==> src/rtl/ysyx_23060203_lsu_pkg.sv <==
// Shared definitions for the load/store unit: funct3 codes, FSM encoding,
// byte-lane masks and the misalignment rule.
package ysyx_23060203_lsu_pkg;

  localparam logic [2:0] LD_B  = 3'd0;
  localparam logic [2:0] LD_H  = 3'd1;
  localparam logic [2:0] LD_W  = 3'd2;
  localparam logic [2:0] LD_BU = 3'd4;
  localparam logic [2:0] LD_HU = 3'd5;
  localparam logic [2:0] ST_B  = 3'd0;
  localparam logic [2:0] ST_H  = 3'd1;
  localparam logic [2:0] ST_W  = 3'd2;

  localparam logic [3:0] MASK_B = 4'b0001;
  localparam logic [3:0] MASK_H = 4'b0011;
  localparam logic [3:0] MASK_W = 4'b1111;

  typedef enum logic [1:0] {
    S_IDLE = 2'd0,
    S_REQ  = 2'd1,
    S_RESP = 2'd2,
    S_DONE = 2'd3
  } lsu_state_e;

  // Halfwords must sit on an even byte, words on a word boundary.
  function automatic logic is_misaligned(input logic [2:0] func, input logic [1:0] off);
    logic half;
    logic word;
    half = (func == LD_H) || (func == LD_HU);
    word = (func == LD_W);
    return (half && off[0]) || (word && (off != 2'b00));
  endfunction

endpackage

==> src/rtl/ysyx_23060203_lsu_align.sv <==
// Combinational byte-lane steering: store mask/data placement, load
// extraction with sign/zero extension, and the misalignment flag.
module ysyx_23060203_lsu_align
  import ysyx_23060203_lsu_pkg::*;
(
  input  logic [2:0]  func,
  input  logic [1:0]  off,
  input  logic [31:0] st_data,
  input  logic [31:0] ld_word,
  output logic [3:0]  wmask,
  output logic [31:0] wdata,
  output logic [31:0] rdata,
  output logic        misalign
);

  logic [4:0]  shamt;
  logic [31:0] ld_sh;

  assign shamt = {off, 3'b000};
  assign wdata = st_data << shamt;
  assign ld_sh = ld_word >> shamt;
  assign misalign = is_misaligned(func, off);

  // Shifts stay 4 lanes wide, so bytes pushed past lane 3 simply fall off.
  always_comb begin
    wmask = MASK_W;
    case (func)
      ST_B:    wmask = MASK_B << off;
      ST_H:    wmask = MASK_H << off;
      default: wmask = MASK_W;
    endcase
  end

  always_comb begin
    rdata = ld_sh;
    case (func)
      LD_B:    rdata = {{24{ld_sh[7]}}, ld_sh[7:0]};
      LD_H:    rdata = {{16{ld_sh[15]}}, ld_sh[15:0]};
      LD_BU:   rdata = {24'd0, ld_sh[7:0]};
      LD_HU:   rdata = {16'd0, ld_sh[15:0]};
      default: rdata = ld_sh;
    endcase
  end

endmodule

==> src/rtl/ysyx_23060203_lsu.sv <==
// Load/store unit: one op at a time from execute to data memory and back.
// Misaligned-access trapping is enabled with YSYX_23060203_LSU_MISALIGN_EN.
//
// state  | meaning
// IDLE   | waiting for an op, in_ready=1
// REQ    | memory request presented until accepted
// RESP   | waiting for read data / write ack
// DONE   | result presented to writeback until accepted
module ysyx_23060203_lsu
  import ysyx_23060203_lsu_pkg::*;
#(
  parameter int ADDR_W = 32,
  parameter int RD_W   = 5
) (
  input  logic              clk,
  input  logic              rstn,
  input  logic              in_valid,
  output logic              in_ready,
  input  logic              in_wen,
  input  logic              in_ren,
  input  logic [2:0]        in_func,
  input  logic [ADDR_W-1:0] in_addr,
  input  logic [31:0]       in_wdata,
  input  logic [RD_W-1:0]   in_rd,
  output logic              out_valid,
  input  logic              out_ready,
  output logic [31:0]       out_rdata,
  output logic [RD_W-1:0]   out_rd,
  output logic              out_err,
  output logic              mem_req_valid,
  input  logic              mem_req_ready,
  output logic              mem_req_wen,
  output logic [ADDR_W-1:0] mem_req_addr,
  output logic [31:0]       mem_req_wdata,
  output logic [3:0]        mem_req_wmask,
  input  logic              mem_resp_valid,
  output logic              mem_resp_ready,
  input  logic [31:0]       mem_resp_rdata
);

  lsu_state_e        state_q, state_d;
  logic              wen_q, wen_d;
  logic [2:0]        func_q, func_d;
  logic [ADDR_W-1:0] addr_q, addr_d;
  logic [31:0]       wdata_q, wdata_d;
  logic [RD_W-1:0]   rd_q, rd_d;
  logic [31:0]       rdata_q, rdata_d;

  logic [3:0]        al_wmask;
  logic [31:0]       al_wdata;
  logic [31:0]       al_rdata;
  logic              al_misalign;
  logic              unused_misalign;
  logic              in_misalign;

  ysyx_23060203_lsu_align u_align (
    .func     (func_q),
    .off      (addr_q[1:0]),
    .st_data  (wdata_q),
    .ld_word  (mem_resp_rdata),
    .wmask    (al_wmask),
    .wdata    (al_wdata),
    .rdata    (al_rdata),
    .misalign (al_misalign)
  );

  // The trap decision is taken on the incoming op, not the captured one.
  assign unused_misalign = al_misalign;

`ifdef YSYX_23060203_LSU_MISALIGN_EN
  logic err_q, err_d;

  assign in_misalign = is_misaligned(in_func, in_addr[1:0]);

  always_comb begin
    err_d = err_q;
    if (state_q == S_IDLE && in_valid) begin
      err_d = (in_wen | in_ren) & in_misalign;
    end else if (state_q == S_DONE && out_ready) begin
      err_d = 1'b0;
    end
  end

  always_ff @(posedge clk or negedge rstn) begin
    if (!rstn) err_q <= 1'b0;
    else       err_q <= err_d;
  end

  assign out_err = err_q;
`else
  assign in_misalign = 1'b0;
  assign out_err     = 1'b0;
`endif

  always_comb begin
    state_d = state_q;
    wen_d   = wen_q;
    func_d  = func_q;
    addr_d  = addr_q;
    wdata_d = wdata_q;
    rd_d    = rd_q;
    rdata_d = rdata_q;
    case (state_q)
      S_IDLE: begin
        if (in_valid) begin
          wen_d   = in_wen;
          func_d  = in_func;
          addr_d  = in_addr;
          wdata_d = in_wdata;
          rd_d    = in_rd;
          rdata_d = '0;
          if ((in_wen | in_ren) && !in_misalign) state_d = S_REQ;
          else                                   state_d = S_DONE;
        end
      end
      S_REQ: begin
        if (mem_req_ready) state_d = S_RESP;
      end
      S_RESP: begin
        if (mem_resp_valid) begin
          rdata_d = wen_q ? 32'd0 : al_rdata;
          state_d = S_DONE;
        end
      end
      S_DONE: begin
        if (out_ready) state_d = S_IDLE;
      end
      default: state_d = S_IDLE;
    endcase
  end

  always_ff @(posedge clk or negedge rstn) begin
    if (!rstn) begin
      state_q <= S_IDLE;
      wen_q   <= 1'b0;
      func_q  <= '0;
      addr_q  <= '0;
      wdata_q <= '0;
      rd_q    <= '0;
      rdata_q <= '0;
    end else begin
      state_q <= state_d;
      wen_q   <= wen_d;
      func_q  <= func_d;
      addr_q  <= addr_d;
      wdata_q <= wdata_d;
      rd_q    <= rd_d;
      rdata_q <= rdata_d;
    end
  end

  assign in_ready       = (state_q == S_IDLE);
  assign mem_req_valid  = (state_q == S_REQ);
  assign mem_resp_ready = (state_q == S_RESP);
  assign out_valid      = (state_q == S_DONE);

  // Request fields read as zero outside REQ so an idle port is quiet.
  assign mem_req_wen   = mem_req_valid & wen_q;
  assign mem_req_addr  = mem_req_valid ? {addr_q[ADDR_W-1:2], 2'b00} : '0;
  assign mem_req_wdata = mem_req_valid ? al_wdata : 32'd0;
  assign mem_req_wmask = mem_req_valid ? al_wmask : 4'd0;

  assign out_rdata = rdata_q;
  assign out_rd    = rd_q;

endmodule
==> config.mk <==
export PLATFORM = sky130hd
export DESIGN_NAME = ysyx_23060203_lsu
export DESIGN_NICKNAME = d
export VERILOG_FILES = /design/src/rtl/ysyx_23060203_lsu_pkg.sv /design/src/rtl/ysyx_23060203_lsu_align.sv /design/src/rtl/ysyx_23060203_lsu.sv
export SDC_FILE = /design/constraint.sdc
export NUM_CORES = 1
export LEC_CHECK = 0
export ABC_CLOCK_PERIOD_IN_PS = 2520
export CAP_MARGIN = 30
export CORE_MARGIN = 5
export CORE_UTILIZATION = 47
export CTS_BUF_LIST = sky130_fd_sc_hd__clkbuf_4
export CTS_CLUSTER_SIZE = 10
export DETAILED_ROUTE_END_ITERATION = 10
export GPL_TIMING_DRIVEN = 0
export PLACE_DENSITY = 0.84
export SLEW_MARGIN = 20
export SYNTH_ARGS = -nofsm -noshare
export SYNTH_HDL_FRONTEND = slang
export SYNTH_HIERARCHICAL = 1
export SYNTH_SLANG_ARGS = --single-unit
export TNS_END_PERCENT = 20
==> constraint.sdc <==
create_clock -name clk -period 2.52 [get_ports clk]
set_input_delay 0.504 -clock clk [delete_from_list [all_inputs] [get_ports clk]]
set_output_delay 0.504 -clock clk [all_outputs]
set_load 0.03 [all_outputs]
# Word-level counts from Yosys, hierarchy flattened
# Index checks and enable logic that the tools add are counted.
[word_totals]
reg_bits = 107
latch_bits = 0
mem_bits_rw = 0
rom_bits = 0
in_bits = 112
out_inout_bits = 111
wordCells = 44
mem_count = 0
[op_classes]
addsub = 0
mul = 0
div_mod_pow = 0
n_lt_le_gt_ge = 0
n_eq_ne = 10
shifts = 4
n_mux = 15
bitwise = 2
reduce_logical = 6
[op_table]
columns = ["op", "count"]
rows = [
  ["$mux 32", 5],
  ["$pmux 32 s4", 1],
  ["$pmux 32 s2", 1],
  ["$shl 32x5->32", 1],
  ["$shr 32x5->32", 1],
  ["$mux 2", 5],
  ["$pmux 2 s4", 1],
  ["$pmux 4 s2", 1],
  ["$eq 3x3->1 const B", 2],
  ["$eq 2x2->1 const B", 2],
  ["$mux 4", 1],
  ["$ne 2x1->1 const B", 2],
  ["$ne 2x2->1 const B", 2],
  ["$reduce_and 4->1", 1],
  ["$shl 1x2->4 const A", 1],
  ["$shl 2x2->4 const A", 1],
  ["$eq 3x1->1 const B", 1],
  ["$logic_not 3->1", 1],
  ["$reduce_and 3->1", 1],
  ["$eq 2x1->1 const B", 1],
  ["$logic_not 2->1", 1],
  ["$reduce_and 2->1", 1],
  ["$reduce_bool 2->1", 1],
  ["$and 1x1->1", 1],
  ["$or 1x1->1", 1],
]

# Depth between registers and ports, before layout
[logic_depth]
ltp_word = 5
ltp_mapped = 8
mapped_depth_nobuf = 5

# Cells and area by module
# The synthesis kept the hierarchy.
[modules_own_cells]
columns = ["mod", "n_inst", "cells_per_inst", "area_per_inst_um2", "seq_area_each_um2"]
rows = [
  ["ysyx_23060203_lsu", 1, 399, 4852.2, 2677.6],
  ["ysyx_23060203_lsu_align", 1, 209, 1335.0, 0.0],
]

# Worst setup path after synthesis
# OpenSTA, ideal clock, no wires.
[synth_timing]
kind = "register to output"
startpoint = "register addr_q[1]"
endpoint = "output port mem_req_wmask[3]"
t_arrival_ps = 1614
t_required_ps = 2016
slack_ps = 402
stages_incl_launch_ff = 7
n_path_buf = 3
path_cell_list = "dfrtp_1 > buf_2 > buf_2 > clkbuf_1 > o21ai_0 > nand2_1 > and2_1"
[synth_between]
elab_chain_len = 3
word_cells_on_any_way = 4
cone_classes = "shift: 2; mux: 2"
[synth_lines]
columns = ["item", "line_no", "source"]
rows = [
  ["from (decl)", "ysyx_23060203_lsu.sv:44", "logic [ADDR_W-1:0] addr_q, addr_d;"],
  ["from (signal assigned)", "ysyx_23060203_lsu.sv:145", "addr_q <= addr_d;"],
  ["$shl 2x2->4 / $shl 1x2->4 (equally long branches)", "ysyx_23060203_lsu_align.sv:29, ysyx_23060203_lsu_align.sv:28", ""],
  ["$pmux 4 s2 (*)", "ysyx_23060203_lsu_align.sv:27", "case (func)"],
  ["via al_wmask[3]", "ysyx_23060203_lsu.sv:49", "logic [3:0] al_wmask;"],
  ["$mux 4 (*)", "ysyx_23060203_lsu.sv:161", "assign mem_req_wmask = mem_req_valid ? al_wmask : 4'd0;"],
  ["to (decl)", "ysyx_23060203_lsu.sv:35", "output logic [3:0] mem_req_wmask,"],
]
# Mark *: on every way through the listed nets, which the timed path passes. The rest lies on a longest branch.

# Worst setup path after layout
[layout_timing]
startpoint = "register state_q[1]"
endpoint = "output port mem_req_addr[7]"
[layout_between]
elab_chain_len = 2
[layout_lines]
columns = ["item", "line_no", "source"]
rows = [
  ["from (decl)", "ysyx_23060203_lsu.sv:41", "lsu_state_e state_q, state_d;"],
  ["from (signal assigned)", "ysyx_23060203_lsu.sv:142", "state_q <= state_d;"],
  ["$eq 2x1->1", "ysyx_23060203_lsu.sv:153", "assign mem_req_valid = (state_q == S_REQ);"],
  ["$mux 32", "ysyx_23060203_lsu.sv:159", "assign mem_req_addr = mem_req_valid ? {addr_q[ADDR_W-1:2], 2'b00} : '0;"],
  ["to (decl)", "ysyx_23060203_lsu.sv:33", "output logic [ADDR_W-1:0] mem_req_addr,"],
]
# Every way passes these cells.

==> run_results.csv <==
group,metric,value,unit
outcome,run_status,"complete, no violations",
setup_path,critical_path.top_delay_family,"buffers and inverters",
placement,gp_routability_congestion,0.9481,
route,viasPerCell,5.508,
global_routing,globalRouteOverflowTotal,0,
synthesis,postSynthCellCount,604,
die,initial_core_util,48.47,%
route,routed_wire_length_per_instance,19.70,um
pwr,power_report.internal_total,6045,uW
sta,rsz_0062_raised_after_global_routing,"true",
setup_path,critical_path.startpoint_type,"flop",
clock_network,cts_tree,"yes",
die,num_io_pins,223,
global_routing,first_global_vias,5825,
sta,maxSlewViolCount,0,
die,die-height,124.5,um
synthesis,netlist_area,6166,sq um
route,ant_nets,0,
clock_network,cts_max_path_buffers,2,
clock_network,ctsHtreeMaxLevel,3,
placement,io_buffers,219,
setup_path,crit_type,"reg -> out",
setup_path,crit_path_end_kind,"output pin",
finish,fill_cells,1087,
route,drc_errors,0,
pwr,share_seq_of_total_power,26.5,%
route,detailed_routing_iterations_pass_1,5,
global_routing,track_usage,25.28,%
placement,place.detailed.hpwl,15.72,mm
min_path,hold_path.class,"in -> async",
die,core.rowCount,41,
finish,layout-area-overhead-vs-synth,41.88,%
setup_path,worstRegToRegCells,6,
pwr,clkPwrFrac,8.1,%
die,coreArea,12720,sq um
synthesis,syn-mean-instance-area,10.21,sq um
pwr,power.share.combinational,65.4,%
sta,hold_viol,0,
clock_network,clock_tree.root_cell,"sky130_fd_sc_hd__clkbuf_4",
global_routing,grt_pass1_wl,31.65,mm
setup_path,critPathBufInv,3,
setup_path,timing.critical_path.cells,"inv_2 -> ha_4 -> clkbuf_2 -> and2_1 -> clkdlybuf4s15_1",
setup_path,critical_path.slowest_cell,"sky130_fd_sc_hd__dfrtp_1",
synthesis,synth.yosys.warnings,6,
pwr,switching_share,47.89,%
sta,fin_skew,0.02626,ns
run,maxCapViolCount,0,
sta,worst_slack,0.05583,ns
finish,multiInputGateArea,3294,sq um
placement,placement.setup.worst_slack,-0.5075,ns
sta,setup_viol,0,
pwr,power_leakage,0.003810,uW
route,wirelength,20.09,mm
clock_network,cts.sinks,107,
setup_path,crit_cells,5,
finish,post_route_cells_drive_above_1_share,28.61,%
global_routing,grt_antenna_before_repair,1,
clock_network,clk_latency,0.48,ns
die,die-area,15510,sq um
finish,ff_latch_area,2680,sq um
route,drt_iter0_drc,453,
clock_network,cts.clk_slew.worst_paths,0.19,ns
setup_path,crit_path_max_incr_delay,0.43,ns
pwr,p_sw,5556,uW
global_routing,grt_max_degree,67,
die,die_w,124.5,um
finish,finish.net_count,960,
setup_path,critical_path_arrival,1.96,ns
sta,min_period,2.464,ns
setup_path,maximum_fanout_encountered_on_the_critical_timing_path,10,
pwr,cellPowerDensity,1326,nW/um^2
sta,timing.fmax,405.8,MHz
sta,timing.max_slew.rel_slack,61.27,%
sta,worst_max_slew_pin_slew,0.5809,ns
sta,final.period_utilization,97.78,%
clock_network,numCtsBuffers,9,
setup_path,cp.required,2.02,ns
pwr,total_power,11600,uW
pwr,worst_vdd_ir,0.7423,mV
route,via_count,5618,
[power by group through the flow]
stage | logic, uW | clock network, uW | registers (uW)
final | 7590 | 938 | 3070
after global routing | 8080 | 1020 | 3170
after CTS | 7340 | 963 | 3050
after detailed placement | 7410 | 0 | 3090
after global placement | 7240 | 0 | 3030
after floorplan | 4470 | 0 | 3320
[metrics by stage]
stage / cells / utilization (%) / cell area (sq um) / hold WS, ns / TNS [ns]
after global routing: 1020 / 68.76 / 8748 / 0.4987 / -0.1360
after floorplan: 606 / - / 6173 / 0.2084 / 0
after global placement: 997 / 67.45 / 8581 / 0.4783 / -327.77
after CTS: 1016 / 68.56 / 8722 / 0.4687 / -0.3140
after detailed placement: 998 / 67.67 / 8610 / 0.4507 / -15.02
final: 1020 / 68.76 / 8748 / 0.4952 / 0
[placed cells by master (no fill, tap or decap), types with 3 or more instances in the layout]
cell and count:
sky130_fd_sc_hd__buf_2 34, sky130_fd_sc_hd__buf_6 10, sky130_fd_sc_hd__o31ai_2 3, sky130_fd_sc_hd__dfrtp_1 105, sky130_fd_sc_hd__a21oi_1 30, sky130_fd_sc_hd__nand2_1 52
sky130_fd_sc_hd__mux2_2 75, sky130_fd_sc_hd__clkdlybuf4s50_1 149, sky130_fd_sc_hd__clkbuf_2 30, sky130_fd_sc_hd__o21ai_1 10, sky130_fd_sc_hd__a211oi_2 8, sky130_fd_sc_hd__clkdlybuf4s15_1 4
sky130_fd_sc_hd__clkbuf_1 8, sky130_fd_sc_hd__a211oi_1 7, sky130_fd_sc_hd__ha_1 6, sky130_fd_sc_hd__and2_4 3, sky130_fd_sc_hd__nor2_1 14, sky130_fd_sc_hd__clkbuf_4 15
sky130_fd_sc_hd__o22ai_1 8, sky130_fd_sc_hd__or2_2 7, sky130_fd_sc_hd__dlygate4sd2_1 4, sky130_fd_sc_hd__and2_1 72, sky130_fd_sc_hd__buf_4 26, sky130_fd_sc_hd__o21ai_0 40
sky130_fd_sc_hd__mux2i_1 33, sky130_fd_sc_hd__conb_1 3, sky130_fd_sc_hd__nor2b_1 17, sky130_fd_sc_hd__o31ai_1 28, sky130_fd_sc_hd__nor2b_2 5, sky130_fd_sc_hd__inv_1 4
[flip-flops by register name, indices dropped and copies added, names as in the netlist]
register,flops
addr_q,32
func_q,3
out_rd,5
out_rdata,32
state_q,2
wdata_q,32
wen_q,1
[final timing paths]
check / from / slack (ns) / to
min: rstn / 0.50 / out_rdata[17]
min in group clk: addr_q[9] / 0.52 / addr_q[9]
max: state_q[1] / 0.06 / mem_req_addr[7]
max in group asynchronous: rstn / 1.35 / wdata_q[11]
max reg2reg: addr_q[0] / 0.38 / out_rdata[8]
min reg2reg: addr_q[9] / 0.52 / addr_q[9]
[per-layer routing]
| layer | share of wire (%) | GRT usage (%) | vias to the layer above |
|---|---|---|---|
| li1 | - | - | 2583 |
| met3 | 7.4 | 5.532 | 37 |
| met5 | 0 | 0 | - |
| met1 | 41 | 32.15 | 2709 |
| met4 | 2.7 | 8.704 | 0 |
| met2 | 49 | 42.59 | 289 |
[final cells by class]
class,instances,share of cell area [%]
Sequential cell,107,30.64
Inverter,5,0.2145
Antenna cell,2,0.05721
Tap cell,172,2.460
Timing Repair Buffer,227,23.18
Buffer,51,4.090
Multi-Input combinational cell,440,37.66
Clock inverter,7,0.9296
Clock buffer,9,0.7723
[what timing repair did]
item,4_1_cts,5_1_grt
pin swaps,1,5
gates cloned,0,1
setup buffers,3,2
resized for setup,252,116
endpoints found under the hold margin,41,0
setup endpoints to repair,69,68
hold buffers,1,0
(Power assumes the default switching activity.)
